File: config.mk
export PLATFORM = sky130hd
export DESIGN_NAME = serial_adder
export DESIGN_NICKNAME = d
export VERILOG_FILES = /design/src/rtl/serial_adder.sv
export SDC_FILE = /design/constraint.sdc
export NUM_CORES = 1
export LEC_CHECK = 0
export BUFFER_PORTS_ARGS = -buffer_cell sky130_fd_sc_hd__buf_2
export CAP_MARGIN = 20
export CORE_MARGIN = 2
export CORE_UTILIZATION = 35
export DETAILED_ROUTE_END_ITERATION = 8
export RECOVER_POWER = 50
export SYNTH_ARGS = -nofsm -noshare
export SYNTH_HDL_FRONTEND = slang
export SYNTH_SLANG_ARGS = --single-unit
File: constraint.sdc
create_clock -name clk -period 3.5 [get_ports clk]
set_clock_uncertainty 0.15 [all_clocks]
set_input_delay 0.7 -clock clk [delete_from_list [all_inputs] [get_ports clk]]
set_output_delay 0.7 -clock clk [all_outputs]
set_load 0.1 [all_outputs]
File: src/rtl/serial_adder.sv
// Bit-serial adder: adds two WIDTH-bit operands LSB-first, one bit per clock,
// through a single full-adder cell (two half-adder stages plus an OR) and a
// carry flip-flop. A start/done handshake frames each operation, and the
// result registers only change on the completing edge or on reset.

module serial_adder #(
    parameter int WIDTH = 8
) (
    input  logic             clk,
    input  logic             rst_n,
    input  logic             start,
    input  logic [WIDTH-1:0] A,
    input  logic [WIDTH-1:0] B,
    input  logic             Cin,
    output logic             busy,
    output logic             done,
    output logic [WIDTH-1:0] Sum,
    output logic             Cout
);

    localparam int CW = $clog2(WIDTH + 1);
    localparam logic [CW-1:0] LAST = CW'(WIDTH - 1);

    typedef enum logic [1:0] {
        IDLE,
        ADD,
        DONE
    } state_t;

    state_t state;
    state_t state_next;

    logic [WIDTH-1:0] op_a;
    logic [WIDTH-1:0] op_b;
    logic [WIDTH-1:0] acc;
    logic [WIDTH-1:0] acc_next;
    logic             carry;
    logic [CW-1:0]    cnt;

    logic ha1_sum;
    logic ha1_cout;
    logic ha2_sum;
    logic ha2_cout;
    logic fa_cout;
    logic last_bit;

    // Full-adder cell built from two half-adders and an OR, plus the accumulator shift-in value
    always_comb begin
        ha1_sum  = op_a[0] ^ op_b[0];
        ha1_cout = op_a[0] & op_b[0];
        ha2_sum  = ha1_sum ^ carry;
        ha2_cout = ha1_sum & carry;
        fa_cout  = ha1_cout | ha2_cout;
        acc_next = WIDTH'({ha2_sum, acc} >> 1);
        last_bit = (cnt == LAST);
    end

    // State register
    always_ff @(posedge clk or negedge rst_n) begin
        if (!rst_n) begin
            state <= IDLE;
        end else begin
            state <= state_next;
        end
    end

    // Next-state logic: start is only honoured in IDLE, DONE always returns to IDLE
    always_comb begin
        state_next = state;
        case (state)
            IDLE:    if (start) state_next = ADD;
            ADD:     if (last_bit) state_next = DONE;
            DONE:    state_next = IDLE;
            default: state_next = IDLE;
        endcase
    end

    // Outputs decoded purely from the state register, so start never reaches them combinationally
    always_comb begin
        busy = (state != IDLE);
        done = (state == DONE);
    end

    // Datapath: capture operands on an accepted start, shift one bit per ADD cycle, publish on the last bit
    always_ff @(posedge clk or negedge rst_n) begin
        if (!rst_n) begin
            op_a  <= '0;
            op_b  <= '0;
            acc   <= '0;
            carry <= 1'b0;
            cnt   <= '0;
            Sum   <= '0;
            Cout  <= 1'b0;
        end else begin
            case (state)
                IDLE: begin
                    if (start) begin
                        op_a  <= A;
                        op_b  <= B;
                        carry <= Cin;
                        acc   <= '0;
                        cnt   <= '0;
                    end
                end
                ADD: begin
                    op_a  <= op_a >> 1;
                    op_b  <= op_b >> 1;
                    carry <= fa_cout;
                    acc   <= acc_next;
                    cnt   <= cnt + 1'b1;
                    if (last_bit) begin
                        Sum  <= acc_next;
                        Cout <= fa_cout;
                    end
                end
                default: begin
                end
            endcase
        end
    end

endmodule

==> impl_metrics.py, run 1 <==
metrics = {
    "floorplanning": {
        "rows": 25,
        "die-area_um2": 5600,
        "core_um2": 4790,
        "die_y_um": 74.8,
        "dieWidth_um": 74.8,
        "floorplan.initialDensity": 0.367,
        "ios": 31,
    },
    "power": {
        "max-vdd-ir-drop_uv": 496,
        "finalPower_mw": 2.12,
        "power.density_nw_per_um2": 1030,
        "leakagePower_nw": 0.950,
    },
    "cts": {
        "hold_buffers": 0,
        "post_cts_resized": 0,
        "cts_setup_buffers": 0,
        "tritoncts": "done",
        "path_clk_slew_ns": 0.07,
        "root_buffer": "clkbuf_8",
        "clk_path_buf_depth": 2,
        "insertion_delay_ns": 0.29,
        "numCtsBuffers": 5,
        "htree_num_levels": 2,
        "cts.sink_count": 39,
    },
    "critical_path": {
        "cp_top_family": "simple AND/OR/NAND/NOR gates",
        "crit_type": "reg2reg",
        "reg2reg_from": "state[0]",
        "path_cells": "buf_4 > nand2b_4 > nor3_1 > mux2_2",
        "worst-path-stages": 4,
        "required_ns": 3.53,
        "arrival_ns": 2.54,
        "regToRegEndpoint": "Sum[5]",
        "startpoint_type": "flip-flop",
        "end_kind": "flip-flop",
        "r2r_slack_ns": 0.98,
        "critPathLaunch": "state[0]",
        "critPathSlowestCell": "nor3_1",
        "crit_end": "Sum[5]",
        "cpPeakStageDelay_ns": 1.02,
        "cp_max_fo": 21,
        "worst_r2r_path_depth": 4,
        "crit_buf_inv": 1,
    },
    "synthesis": {
        "synth_xor_area_frac": 0,
        "synthAdderAreaFrac": 0.0185,
        "synth_top_family_by_area": "compound AO/OA/AOI/OAI gates",
        "synth-async-reset-ratio": 1.00,
        "yosysTopAreaCell": "dfrtp_1",
        "ys_ff_latch": 39,
        "ys.flop_type": "dfrtp_1",
        "yosysWarnings": 0,
        "syn-num-nets": 178,
        "yosysMostFrequentCell": "dfrtp_1",
        "synth.area.top_cells": "dfrtp_1, nor2b_1, mux2_2, a22oi_1, a21oi_1",
        "synthSimpleGateAreaFrac": 0.127,
        "synth_edf_count": 0,
        "netlist.area_leader.share": 0.556,
        "seq_area_frac_synth": 0.556,
        "synthTopCellsByCount": "dfrtp_1, a21oi_1, nor2b_1, o21ai_0, a22oi_1",
        "synth_compound_gate_area_share": 0.207,
        "synthMuxAreaShare": 0.0641,
        "ys_types": 24,
        "synth_area_um2": 1760,
        "synthCells": 156,
        "avgSynthCellArea_um2": 11.3,
    },
    "routing": {
        "num_vias": 1297,
        "drt_wl_total_mm": 3.54,
        "dr.pass1.iters": 4,
        "wl_per_cell_um": 13.9,
        "drtIter0Drc": 66,
        "viasPerCell": 5.11,
        "ant_nets": 0,
        "drc": 0,
    },
    "grt": {
        "first_global_vias": 1385,
        "grt_usage": 0.145,
        "overflow": 0,
        "grt_pass1_wl_mm": 6.17,
        "grt_max_degree": 40,
        "antenna_found_initial": 0,
    },
    "finish": {
        "fin_nets": 208,
        "regArea_um2": 976,
        "antenna_cells": 0,
        "drive_gt1_frac": 0.267,
        "utilization": 0.431,
        "multi_input_area_um2": 721,
        "fillCellCount": 449,
        "syn_to_final_growth_pct": 17.5,
    },
    "timing": {
        "max_slew_margin": -0.346,
        "timing.fmax_mhz": 397,
        "tns_ns": 0,
        "finalSetupViolCount": 0,
        "finalCritPeriodShare": 0.720,
        "slew_viol_final": 40,
        "hold_viol": 0,
        "setup_ws_ns": 0.981,
        "worst_slew_pin_slew_ns": 2.02,
        "rsz0062_at_grt": "no",
        "fin_crit_ns": 2.52,
    },
    "job": {
        "drv_cap": 1,
    },
    "run_status": {
        "status": "complete, but fails checks",
        "violations": "max-capacitance violations, max-slew violations",
    },
    "placement": {
        "gp_congestion": 0.764,
        "port_buffers": 30,
        "dpl.hpwl_mm": 2.42,
        "place_ws_ns": 1.31,
    },
    "hold_path": {
        "hp-class": "reg2reg",
    },
}
-- power by group --
group	switching, mW	total (mW)	internal [mW]
clock network	0.156	0.368	0.212
logic	0.683	0.989	0.306
registers	0.132	0.767	0.635
total	0.971	2.12	1.15
-- kinds of logic after synthesis --
| family | Yosys count |
|---|---|
| flops | 39 |
| simple gates | 36 |
| mux | 10 |
| buf+inv | 10 |
| compound gates | 59 |
| fa+ha+maj | 2 |
-- worst min path at each step --
stage	start	endpoint	slack, ns	depth (start not counted)
after CTS	Sum[4]	Sum[4]	0.34	1
final	Sum[4]	Sum[4]	0.34	1
after floorplan	rst_n	Cout	0.25	0
after global placement	Sum[4]	Sum[4]	0.32	1
after detailed placement	Sum[4]	Sum[4]	0.32	1
after global routing	Sum[7]	Sum[7]	0.36	1
-- per-layer routing --
metal | routed length, um | global-route usage | vias to the layer above
li1 | - | - | 625
met1 | 1470 | 0.176 | 643
met2 | 1890 | 0.243 | 27
met3 | 145 | 0.0388 | 2
met4 | 26 | 0.0675 | 0
met5 | 0 | 0 | -
-- placed cells by master (no fill, tap or decap), types with 5 or more instances in the layout --
cell type | netlist | final
a22oi_1 | 13 | 13
buf_2 | 5 | 28
o21ai_0 | 16 | 16
dfrtp_1 | 39 | 39
nor2b_1 | 17 | 17
clkbuf_8 | 0 | 5
a21oi_1 | 18 | 18
a22o_1 | 9 | 9
nand2_1 | 7 | 7
mux2_2 | 9 | 9
-- metrics by stage --
step / cell area [um^2] / hold WS (ns) / instances
2_1_floorplan: 1760 / 0.254 / 156
3_3_place_gp: 1960 / 0.315 / 246
3_5_place_dp: 1960 / 0.319 / 246
4_1_cts: 2080 / 0.338 / 254
5_1_grt: 2060 / 0.364 / 254
6_report: 2060 / 0.339 / 254
-- flip-flops by register name (all words and copies together) (netlist names) --
| name | cells |
|---|---|
| acc | 7 |
| Sum | 8 |
| op_b | 8 |
| op_a | 8 |
| carry | 1 |
| cnt | 4 |
| Cout | 1 |
| state | 2 |
-- area by class of cell --
type                       count  area share
tap                           67      0.0406
timing repair buffer          33      0.0825
clock buffer                   5      0.0334
clock inverter                 3      0.0212
sequential                    39       0.473
multi-input combinational    107       0.349
Power figures use the tool's default switching activity.
==> run 2: changes to the inputs <==
==> constraint.sdc (replaced) <==
create_clock -name clk -period 2.29 [get_ports clk]
set_clock_uncertainty 0.15 [all_clocks]
set_input_delay 0.458 -clock clk [delete_from_list [all_inputs] [get_ports clk]]
set_output_delay 0.458 -clock clk [all_outputs]
set_load 0.1 [all_outputs]
==> impl_metrics.py, run 2 (same netlist as run 1, synthesis figures left out) <==
metrics = {
    "run_status": {
        "status": "completed",
    },
    "routing": {
        "drtIter0Drc": 95,
        "wl_per_cell_um": 13.4,
        "num_vias": 1277,
        "ant_nets": 0,
        "drc": 0,
        "drt_wl_total_mm": 3.46,
        "dr.pass1.iters": 4,
        "viasPerCell": 4.95,
    },
    "floorplanning": {
        "dieWidth_um": 74.8,
        "core_um2": 4790,
        "ios": 31,
        "floorplan.initialDensity": 0.367,
        "rows": 25,
        "die_y_um": 74.8,
        "die-area_um2": 5600,
    },
    "finish": {
        "final_cell_mix": "dfrtp_1, buf_2, a21oi_1",
        "final_common_cell": "dfrtp_1",
        "utilization": 0.443,
        "fillCellCount": 466,
        "antenna_cells": 0,
        "biggestRegsByFlops": "Sum x8, op_a x8, op_b x8",
        "stdcell_count": 258,
        "drive_gt1_frac": 0.298,
        "fin_nets": 212,
        "syn_to_final_growth_pct": 20.8,
    },
    "critical_path": {
        "end_kind": "primary output",
        "cp_max_fo": 15,
        "crit_type": "reg2out",
        "regToRegEndpoint": "cnt[0]",
        "cpPeakStageDelay_ns": 0.68,
        "worst_r2r_path_depth": 3,
        "arrival_ns": 1.49,
        "path_cells": "buf_4 > nor2b_4 > buf_12",
        "required_ns": 1.68,
        "cp_top_family": "flip-flops",
        "reg2reg_from": "state[0]",
        "r2r_slack_ns": 0.38,
        "crit_buf_inv": 2,
        "critPathSlowestCell": "dfrtp_1",
        "startpoint_type": "flip-flop",
    },
    "cts": {
        "tritoncts": "done",
        "path_clk_slew_ns": 0.08,
        "htree_num_levels": 2,
        "root_buffer": "clkbuf_8",
        "numCtsBuffers": 5,
        "cts.sink_count": 39,
        "clk_path_buf_depth": 2,
        "cts_setup_buffers": 0,
        "insertion_delay_ns": 0.29,
    },
    "grt": {
        "overflow": 0,
        "grt_usage": 0.142,
        "first_global_vias": 1227,
        "grt_max_degree": 40,
        "antenna_found_initial": 0,
        "grt_pass1_wl_mm": 6.03,
    },
    "timing": {
        "hold_viol": 0,
        "fin_crit_ns": 2.10,
        "worst_slew_pin_slew_ns": 0.976,
        "tns_ns": 0,
        "finalSetupViolCount": 0,
        "finalCritPeriodShare": 0.916,
        "rsz0062_at_grt": "no",
        "timing.fmax_mhz": 477,
        "slew_viol_final": 0,
        "max_slew_margin": 0.348,
    },
    "power": {
        "power.density_nw_per_um2": 1520,
        "switching_share": 0.470,
        "leakagePower_nw": 0.965,
        "power.internal_mw": 1.71,
        "p_sw_mw": 1.51,
        "max-vdd-ir-drop_uv": 643,
        "combPwrFrac": 0.486,
        "seqPwrFrac": 0.372,
        "clkPwrFrac": 0.142,
    },
    "hold_path": {
        "holdPathStages": 3,
        "hold_end": "op_a[1]",
        "min_from": "A[1]",
        "hp-class": "in2reg",
    },
    "job": {
        "drv_cap": 0,
    },
    "placement": {
        "dpl.hpwl_mm": 2.42,
        "gp_congestion": 0.743,
        "port_buffers": 30,
        "placedCellCount": 249,
    },
}
## run 2: changes by cell type in the layout (fill, tap and decap cells not counted), moves of 2 or more
cell        previous run  this run
clkbuf_2               0         5
buf_2                 28        24
buf_12                 0         2
buf_4                  3         5
clkbuf_1               2         0
clkinvlp_4             0         2
## run 2: worst max path at each step
stage | to | startpoint | depth (start not counted)
6_report | done | state[0] | 3
5_1_grt | done | state[0] | 3
4_1_cts | done | state[0] | 3
3_5_place_dp | cnt[2] | start | 3
3_3_place_gp | Sum[0] | state[0] | 3
2_1_floorplan | done | state[1] | 3
## run 2: final cells by class
| class | count | area, um^2 | share of cell area |
|---|---|---|---|
| timing repair buffer | 37 | 233 | 0.110 |
| tap | 67 | 83.8 | 0.0395 |
| clock buffer | 5 | 68.8 | 0.0324 |
| multi-input combinational | 107 | 739 | 0.349 |
| sequential | 39 | 976 | 0.460 |
| clock inverter | 3 | 20.0 | 0.00944 |
## run 2: what timing repair did
item / CTS / global route
hold endpoints to repair: 39 / 0
hold buffers: 1 / 0
gates resized for setup: 0 / 0
## run 2: power groups by stage
stage | combinational [mW] | sequential [mW] | clock, mW
after floorplan | 0.795 | 1.63 | 0
after global placement | 1.54 | 1.21 | 0
after detailed placement | 1.58 | 1.21 | 0
after CTS | 1.58 | 1.20 | 0.471
after global routing | 1.69 | 1.25 | 0.502
final | 1.57 | 1.20 | 0.457
## run 2: stage by stage
stage	worst slack [ns]	total power [mW]	area [um^2]	hold WS, ns
6_report	0.193	3.22	2120	0.289
5_1_grt	0.121	3.44	2120	0.304
4_1_cts	0.204	3.26	2140	0.285
3_5_place_dp	0.330	2.79	2040	0.292
3_3_place_gp	0.366	2.75	2040	0.288
2_1_floorplan	0.274	2.43	1760	0.0124
## run 2: per-layer routing
| metal | routed length [um] | part of all wire | GRT usage |
|---|---|---|---|
| met1 | 1610 | 0.47 | 0.201 |
| met3 | 139 | 0.040 | 0.0281 |
| met2 | 1630 | 0.47 | 0.208 |
| met4 | 76 | 0.022 | 0.0734 |
| met5 | 0 | 0 | 0 |
## run 2: worst register-to-register path, stage by stage (launching register included)
cell	delay [ns]
dfrtp_1	0.58
o21bai_1	0.86
nand2_1	0.10
o21ai_0	0.13
